<file path="src/rtl/sigmoid_grad.sv">
// sigmoid_grad: FP16 backward pass of the sigmoid activation, dx = grad * y * (1 - y).
// One shared FP16 multiplier is time-multiplexed across two states; (1 - y) is
// formed in fixed point Q1.FRAC_W and renormalised back to FP16.
// Optional build macro SIGMOID_GRAD_RNE_EN: round-to-nearest-even in the (1 - y)
// normaliser and the multiplier. Without it every stage truncates toward zero.
module sigmoid_grad #(
  parameter int FRAC_W = 24
) (
  input  logic        clk,
  input  logic        reset,
  input  logic        start,
  input  logic [15:0] y_in,
  input  logic [15:0] grad_in,
  output logic [15:0] dx_out,
  output logic        busy,
  output logic        done,
  output logic        sat
);

  typedef enum logic [2:0] {IDLE, ONEM, MUL1, MUL2, FIN} state_t;

  state_t r_state;
  state_t w_next;

  logic [15:0] r_y;
  logic [15:0] r_grad;
  logic [15:0] r_om;
  logic [15:0] r_t;
  logic [15:0] r_res;
  logic        r_resSat;
  logic        r_ySpecial;

  logic              w_yZero;
  logic              w_yOne;
  logic [4:0]        w_shift;
  logic [FRAC_W:0]   w_yFix;
  logic [FRAC_W:0]   w_omFix;
  logic [FRAC_W:0]   w_omAlign;
  logic [4:0]        w_lz;
  logic [9:0]        w_omMant;
  logic [4:0]        w_omExp;
  logic [15:0]       w_om;

  logic [15:0]        w_ma;
  logic [15:0]        w_mb;
  logic [21:0]        w_prod;
  logic signed [6:0]  w_mExp;
  logic [9:0]         w_mMant;
  logic [15:0]        w_mulRes;
  logic               w_mulSat;
  logic               w_unused;

`ifdef SIGMOID_GRAD_RNE_EN
  logic        w_omGuard;
  logic        w_omSticky;
  logic [10:0] w_omRound;
  logic        w_mGuard;
  logic        w_mSticky;
  logic [10:0] w_mRound;
`endif

  // Next-state logic: only IDLE looks at start, so pulses while busy are dropped.
  always_comb begin
    w_next = r_state;
    case (r_state)
      IDLE:    if (start) w_next = ONEM;
      ONEM:    w_next = MUL1;
      MUL1:    w_next = MUL2;
      MUL2:    w_next = FIN;
      FIN:     w_next = IDLE;
      default: w_next = IDLE;
    endcase
  end

  // State register.
  always_ff @(posedge clk) begin
    if (reset) r_state <= IDLE;
    else       r_state <= w_next;
  end

  // (1 - y) in fixed point: align y, subtract from 1.0, renormalise via leading-zero count.
  always_comb begin
    w_yZero = r_y[15] | (r_y[14:10] == 5'd0);
    w_yOne  = (r_y[14:10] >= 5'd15);
    w_shift = 5'd15 - r_y[14:10];
    w_yFix  = {1'b1, r_y[9:0], {(FRAC_W-10){1'b0}}} >> w_shift;
    w_omFix = {1'b1, {FRAC_W{1'b0}}} - w_yFix;
    w_lz    = 5'd0;
    for (int i = 0; i <= FRAC_W; i++) begin
      if (w_omFix[i]) w_lz = 5'(FRAC_W - i);
    end
    w_omAlign = w_omFix << w_lz;
    w_omMant  = w_omAlign[FRAC_W-1 -: 10];
    w_omExp   = 5'd15 - w_lz;
`ifdef SIGMOID_GRAD_RNE_EN
    w_omGuard  = w_omAlign[FRAC_W-11];
    w_omSticky = |w_omAlign[FRAC_W-12:0];
    w_omRound  = {1'b0, w_omMant};
    if (w_omGuard & (w_omSticky | w_omMant[0])) w_omRound = w_omRound + 11'd1;
    if (w_omRound[10]) begin
      w_omMant = 10'd0;
      w_omExp  = w_omExp + 5'd1;
    end else begin
      w_omMant = w_omRound[9:0];
    end
`endif
    w_om = {1'b0, w_omExp, w_omMant};
  end

  // Shared FP16 multiplier: y*om in MUL1, t*grad in MUL2; flush-to-zero, saturate on overflow.
  always_comb begin
    w_ma     = (r_state == MUL1) ? r_y  : r_t;
    w_mb     = (r_state == MUL1) ? r_om : r_grad;
    w_prod   = {1'b1, w_ma[9:0]} * {1'b1, w_mb[9:0]};
    w_mExp   = $signed({2'b00, w_ma[14:10]}) + $signed({2'b00, w_mb[14:10]}) - 7'sd15;
    w_mulSat = 1'b0;
    if (w_prod[21]) begin
      w_mExp  = w_mExp + 7'sd1;
      w_mMant = w_prod[20:11];
    end else begin
      w_mMant = w_prod[19:10];
    end
`ifdef SIGMOID_GRAD_RNE_EN
    w_mGuard  = w_prod[21] ? w_prod[10] : w_prod[9];
    w_mSticky = w_prod[21] ? (|w_prod[9:0]) : (|w_prod[8:0]);
    w_mRound  = {1'b0, w_mMant};
    if (w_mGuard & (w_mSticky | w_mMant[0])) w_mRound = w_mRound + 11'd1;
    if (w_mRound[10]) begin
      w_mMant = 10'd0;
      w_mExp  = w_mExp + 7'sd1;
    end else begin
      w_mMant = w_mRound[9:0];
    end
`endif
    if ((w_ma[14:10] == 5'd0) || (w_mb[14:10] == 5'd0) || (w_mExp <= 7'sd0)) begin
      w_mulRes = {w_ma[15] ^ w_mb[15], 15'd0};
    end else if (w_mExp >= 7'sd31) begin
      w_mulRes = {w_ma[15] ^ w_mb[15], 15'h7BFF};
      w_mulSat = 1'b1;
    end else begin
      w_mulRes = {w_ma[15] ^ w_mb[15], w_mExp[4:0], w_mMant};
    end
  end

`ifdef SIGMOID_GRAD_RNE_EN
  assign w_unused = w_omAlign[FRAC_W];
`else
  assign w_unused = ^{w_omAlign[FRAC_W], w_omAlign[FRAC_W-11:0], w_prod[9:0]};
`endif

  // Datapath and handshake registers, stepped by the FSM state.
  always_ff @(posedge clk) begin
    if (reset) begin
      r_y        <= 16'h0000;
      r_grad     <= 16'h0000;
      r_om       <= 16'h0000;
      r_t        <= 16'h0000;
      r_res      <= 16'h0000;
      r_resSat   <= 1'b0;
      r_ySpecial <= 1'b0;
      dx_out     <= 16'h0000;
      busy       <= 1'b0;
      done       <= 1'b0;
      sat        <= 1'b0;
    end else begin
      done <= 1'b0;
      case (r_state)
        IDLE: begin
          if (start) begin
            r_y    <= y_in;
            r_grad <= grad_in;
            busy   <= 1'b1;
          end
        end
        ONEM: begin
          r_om       <= w_om;
          r_ySpecial <= w_yZero | w_yOne;
        end
        MUL1: r_t <= w_mulRes;
        MUL2: begin
          if (r_ySpecial) begin
            r_res    <= 16'h0000;
            r_resSat <= 1'b0;
          end else if (r_grad[14:10] == 5'h1F) begin
            r_res    <= {r_grad[15], 15'h7BFF};
            r_resSat <= 1'b1;
          end else begin
            r_res    <= w_mulRes;
            r_resSat <= w_mulSat;
          end
        end
        FIN: begin
          dx_out <= r_res;
          sat    <= r_resSat;
          done   <= 1'b1;
          busy   <= 1'b0;
        end
        default: ;
      endcase
    end
  end

endmodule

</file>
<file path="config.mk">
export PLATFORM = sky130hd
export DESIGN_NAME = sigmoid_grad
export DESIGN_NICKNAME = d
export VERILOG_FILES = /design/src/rtl/sigmoid_grad.sv
export SDC_FILE = /design/constraint.sdc
export NUM_CORES = 1
export LEC_CHECK = 0
export CAP_MARGIN = 15
export CELL_PAD_IN_SITES_DETAIL_PLACEMENT = 0
export CELL_PAD_IN_SITES_GLOBAL_PLACEMENT = 1
export CORE_ASPECT_RATIO = 1.2
export CORE_MARGIN = 8
export CORE_UTILIZATION = 51
export CTS_CLUSTER_DIAMETER = 80
export DETAILED_ROUTE_END_ITERATION = 16
export PLACE_DENSITY_LB_ADDON = 0.08
export SYNTH_ARGS = -nofsm -noshare
export SYNTH_HDL_FRONTEND = slang
export SYNTH_SLANG_ARGS = --single-unit
</file>
<file path="constraint.sdc">
create_clock -name clk -period 21.7 [get_ports clk]
set_input_delay 4.34 -clock clk [delete_from_list [all_inputs] [get_ports clk]]
set_output_delay 4.34 -clock clk [all_outputs]
set_load 0.01 [all_outputs]
</file>
Word level (Yosys, flattened, before mapping)
Index checks and enable logic that the tools add are counted.

Input port bits: 35. Memory bits (writable): 0. Register bits after elaboration: 103. Bits in read-only memories: 0. Logic and storage cells: 84. Bits in latches: 0. Memories: 0. Output and inout port bits: 19.

Reductions and logical operators: 9. Add/subtract/negate cells: 6. $mul: 1. Shifts and indexed selects: 2. Bitwise operators: 3. Divide/modulo/power cells: 0. Equality and inequality tests: 6. Order comparisons: 3. Mux-type cells: 42.

Operator list (number): $mux 5 (25); $mux 16 (4); $mux 15 (2); $shl 25x5->24 (1); $shr 25x5->25 (1); $sub 25x25->25 const A (1); $mul 11x11->22 (1); $logic_not 5->1 (3); $pmux 3 s4 (1); $mux 10 (1); $sub 4x5->5 const A (2); $add 7x2->7 const B (1); $ge 7x6->1 const B (1); $le 7x1->1 const B (1); $mux 7 (1); $sub 6x4->7 const B (1); $add 5x5->6 (1); $eq 3x2->1 const B (2); $mux 1 (6); $eq 5x5->1 const B (1); $ge 5x4->1 const B (1); $reduce_and 2->1 (2); $eq 3x1->1 const B (1); $eq 3x3->1 const B (1); 8 further kinds (10).

Longest topological paths before layout
Word-level depth: 29. Gate-level depth with buffers: 37. Gate-level depth less buffers: 31.

Worst setup path before layout
OpenSTA, ideal clock, no wires.

Path type: reg2reg. Start: register r_state[2]. End: register r_res[11]. Path slack: 13.636 ns. Data required time: 21.629 ns. Buffers on the path: 4. Stages on the path, launching flop included: 30. Library setup time: 0.071 ns. Period minus slack after synthesis: 8.064 ns. Arrival time: 7.994 ns. Cell sequence: dfxtp_1 > clkbuf_1 > nor3b_2 > clkbuf_1 > buf_1 > mux2i_1 > inv_1 > nand2_1 > fa_1 > fa_1 > inv_1 > fa_1 > fa_1 > inv_1 > fa_1 > inv_1 > ha_1 > or2_2 > o221a_2 > o21a_1 > o211ai_1 > a31oi_1 > nor2_1 > mux2_2 > nand4_1 > nand2_1 > nor3_1 > clkbuf_1 > o21ai_0 > a21oi_1.

Cells in the longest elaborated chain, start to end: 11. Elaborated cells on any way between the ends: 19. Classes of those cells: 3 x add/sub; 1 x mul; 2 x order compare; 2 x eq/ne; 7 x mux; 4 x reduce/logical.

Ends and longest elaborated chain: from (decl) (line 22) `state_t r_state;`; from (signal assigned) (line 78) `else r_state <= w_next;`; $eq 3x2->1 (line 112, 113); $mux 16 (on tied branches) (line 112, 113); $add 5x5->6 (line 115) `w_mExp = $signed({2'b00, w_ma[14:10]}) + $signed({2'b00, w_mb[14:10]}) - 7'sd15;`; $sub 6x4->7 (line 115); $add 7x2->7 (line 118) `w_mExp = w_mExp + 7'sd1;`; $mux 7 (line 117) `if (w_prod[21]) begin`; $ge 7x6->1 or $le 7x1->1 (tied branches) (line 137, 135); $mux 15 or $logic_or 1x1->1 (tied branches) (line 137, 135); $mux 15 (line 135) `if ((w_ma[14:10] == 5'd0) || (w_mb[14:10] == 5'd0) || (w_mExp <= 7'sd0)) begin`; $mux 16 (line 184) `end else if (r_grad[14:10] == 5'h1F) begin`; $mux 16 (line 181) `if (r_ySpecial) begin`; to (signal assigned) (line 185) `r_res <= {r_grad[15], 15'h7BFF};`; to (signal assigned) (line 188) `r_res <= w_mulRes;`; to (decl) (line 29) `logic [15:0] r_res;`.

Parallel ways exist; a longest one is shown, timed or not. A chain may end at the register's enable or synchronous reset.

Worst setup path in the final report
Start: register r_state[1]. End: register r_t[3].

Cells in the longest elaborated chain, start to end: 9. Elaborated cells on any way between the ends: 17. Classes of those cells: 3 x add/sub; 1 x mul; 2 x order compare; 1 x eq/ne; 6 x mux; 4 x reduce/logical.

Ends and longest elaborated chain: $eq 3x2->1 (*) (line 112, 113, 167); $mux 16 (on tied branches) (line 112, 113); $add 5x5->6 (line 115); $sub 6x4->7 (line 115); $add 7x2->7 (line 118); $mux 7 (line 117); $ge 7x6->1 or $le 7x1->1 (tied branches) (line 137, 135); $mux 15 or $logic_or 1x1->1 (tied branches) (line 137, 135); $mux 15 (line 135); to (signal assigned) (line 179) `MUL1: r_t <= w_mulRes;`; to (decl) (line 28) `logic [15:0] r_t;`.

Mark *: on every way between the ends. The rest lies on a longest branch, timed or not.

==> results.md <==
* Final nets at 1,681
* Tot Pwr at 710 uW
* Vias at 10,615
* Maxcap violations at 0
* CORE AREA at 22,200 um^2
* I/O pin count at 54
* Fin crit period at 8.64 ns
* DRT Wirelength at 35,000 um
* Unrepaired setup endpoints after global routing: false
* CP Capture Type: flop
* CTS max path bufs at 2
* Placement Rows at 60
* Fillers at 2,187
* Die span in x at 153 um
* Post-synth EDFFs at 0
* Synthesized area at 11,400 um^2
* Flops & latches, synth at 103
* Average size of a mapped cell at 7.69 um^2
* Reg-to-reg startpoint: r_state[1]
* Sequential share of the synthesized area at 18.0%
* H-tree depth at 3
* Initial antenna violation count at 2
* Vias per cell at 5.96
* Most frequent cell after synthesis: nand2_1
* CTS tree: done
* Initial Utilization at 51.5%
* Largest area contributor in the netlist: dfxtp_1
* Sink Count at 103
* Power Dens Cells at 57.1 nW/um^2
* Share of cells above drive strength 1 at 7.59%
* Synth Net Count at 1,672
* DRC viols at 0
* Pleak at 0.00521 uW
* CP arrival at 8.91 ns
* First-pass GRT wire length at 56,500 um
* GR Util All Layers at 25.2%
* CP Launch Type: flop
* Count of final max-slew check failures at 0
* Post-synth ARST share at 0%
* # resized after CTS at 0
* Post-DRT Antenna Nets at 0
* CP Data Required Time at 21.97 ns
* Clock latency on the worst-skew pair at 0.35 ns
* Pin count of the biggest net entering global routing at 69
* Clock Skew at 0.0114 ns
* Final setup fails at 0
* Die area at 27,500 um^2
* Vias in the first global route at 10,452
* Drt initial violations at 843
* Slowest cell delay on critical path at 0.87 ns
* Hold Path Class: flop to flop
* Final GP Congestion at 0.930
* Fin crit share at 39.8%
* DP Wirelength at 27,900 um
* Fin Setup TNS at 0 ns
* Yosys warns at 0
* Hold Fails Final Rpt at 0
* Hold_sp: dx_out[11]
* Mapped Cells at 1,488
* Slowest cell on the critical path: mux2i_1
* Gr ovfl total at 0
* Peak supply drop at 0.0500 mV
* Worst relative slew slack at 25.8%
* CP Max Fanout at 31
* Worst setup path category: flop to flop
* Inserted Clock Buffers at 9
* P&R area growth vs syn at 8.67%
* Netlist cell types at 100
* Initial DRT Pass Iterations at 5
* Root Driver: clkbuf_16
* Per-cell routed wire length at 19.6 um
* Die Ht at 180 um
* Post-CTS Setup Bufs at 0
* Slew at the pin closest to its max-slew limit at 1.11 ns
* CTS Hold Bufs at 0
* Post-synth top flop: dfxtp_1
* Largest cells by area after synthesis: dfxtp_1 18%, fa_1 14%, nand2_1 8.6%, ha_1 7.5%, a21oi_1 5.6%
* Worst setup startpoint: r_state[1]
* Clock-pin slew on the worst setup and hold paths at 0.08 ns
* Fmax at 116 MHz
* List of most frequent post-synthesis cells: 262 x nand2_1, 142 x inv_1, 127 x a21oi_1
* Port Buffers at 53
* Most used cell, CP: inv_1
* Status: completed
* Yosys top cell area share at 18.0%
## cell type report
| class | instances | area, um^2 | share of cell area [%] |
|---|---|---|---|
| multi-input cells | 1166 | 8500 | 68.4 |
| flip-flops and latches | 103 | 2060 | 16.6 |
| repair buffers | 72 | 671 | 5.40 |
| inverters | 145 | 544 | 4.38 |
| well taps | 279 | 349 | 2.81 |
| clock buffers | 10 | 239 | 1.92 |
| clock inverters | 6 | 62.6 | 0.503 |
| diodes | 1 | 2.50 | 0.0201 |
## sequential cells by signal, summed over array words and instances (netlist names)
name / count
r_om: 15
done: 1
r_ySpecial: 1
r_state: 3
r_res: 16
dx_out: 16
busy: 1
sat: 1
r_resSat: 1
r_grad: 16
r_y: 16
r_t: 16
## worst max-delay path, delay by kind of cell (launching register included)
family / cells / cell delay, ns
compound gates: 10 / 2.60
xor+xnor: 1 / 0.20
fa+ha+maj: 6 / 2.14
buf+inv: 6 / 0.60
flops: 1 / 0.51
mux: 1 / 0.87
simple gates: 5 / 1.60
## cells by family (layout without fill, tap and decap cells)
family                   after synthesis  count (layout)  synth area share, %
AND/OR/NAND/NOR                      595             595                 25.2
multiplexers                          47              47                 5.24
AO/OA/AOI/OAI                        341             341                 19.6
XOR/XNOR                              34              34                 2.60
adder cells (fa/ha/maj)              149             149                 21.6
other                                  0               1                    0
flip-flops                           103             103                 18.0
buffers and inverters                219             233                 7.78
## cells in the final DEF, fill, tap and decap left out, types with 10 or more instances in the layout
master | netlist | layout
a211oi_1 | 10 | 10
a21o_1 | 12 | 12
a21oi_1 | 127 | 127
and2_1 | 20 | 20
and3_1 | 11 | 11
buf_4 | 2 | 19
clkdlybuf4s50_1 | 0 | 52
dfxtp_1 | 103 | 103
fa_1 | 80 | 80
ha_1 | 69 | 69
inv_1 | 142 | 142
mux2_2 | 19 | 19
mux2i_1 | 19 | 19
nand2_1 | 262 | 262
nand2b_1 | 12 | 12
nand3_1 | 29 | 29
nand4_1 | 12 | 12
nor2_1 | 116 | 116
nor2b_1 | 16 | 16
nor3_1 | 33 | 33
o21a_1 | 12 | 12
o21ai_0 | 58 | 58
o22ai_1 | 12 | 12
or2_2 | 12 | 12
xnor2_1 | 29 | 29
## per-stage QoR
stage          cell area, um^2  instances  hold slack (ns)  util [%]  setup slack, ns
6_report                 12400       1782            0.454      55.9            13.06
5_1_grt                  12400       1781            0.474      55.9            12.33
4_1_cts                  12400       1780            0.457      55.9            12.53
3_5_place_dp             12100       1764            0.445      54.5            12.58
3_3_place_gp             12100       1764            0.439      54.5            12.79
2_1_floorplan            11400       1488            0.431         -            13.64
## routing by layer
metal / track usage, % / part of all wire, %
met1: 31.6 / 43
met2: 43.2 / 49
met3: 2.83 / 4.4
met4: 10.9 / 3.6
met5: 0 / 0.077
## worst paths after layout
path / slack, ns / to / cells past startpoint
worst min register to register: 0.45 / dx_out[11] / 2
worst max-delay path: 13.06 / r_t[3] / 29
worst min-delay path: 0.45 / dx_out[11] / 2
worst max register to register: 13.06 / r_t[3] / 29
## power by group
group	switching, uW	internal [uW]	leakage, uW
combinational	212	123	0.00423
clock	79.4	84.1	0.000148
sequential	12.8	199	0.000837
total	304	406	0.00521
No activity file was read; power rests on OpenSTA's default activity.
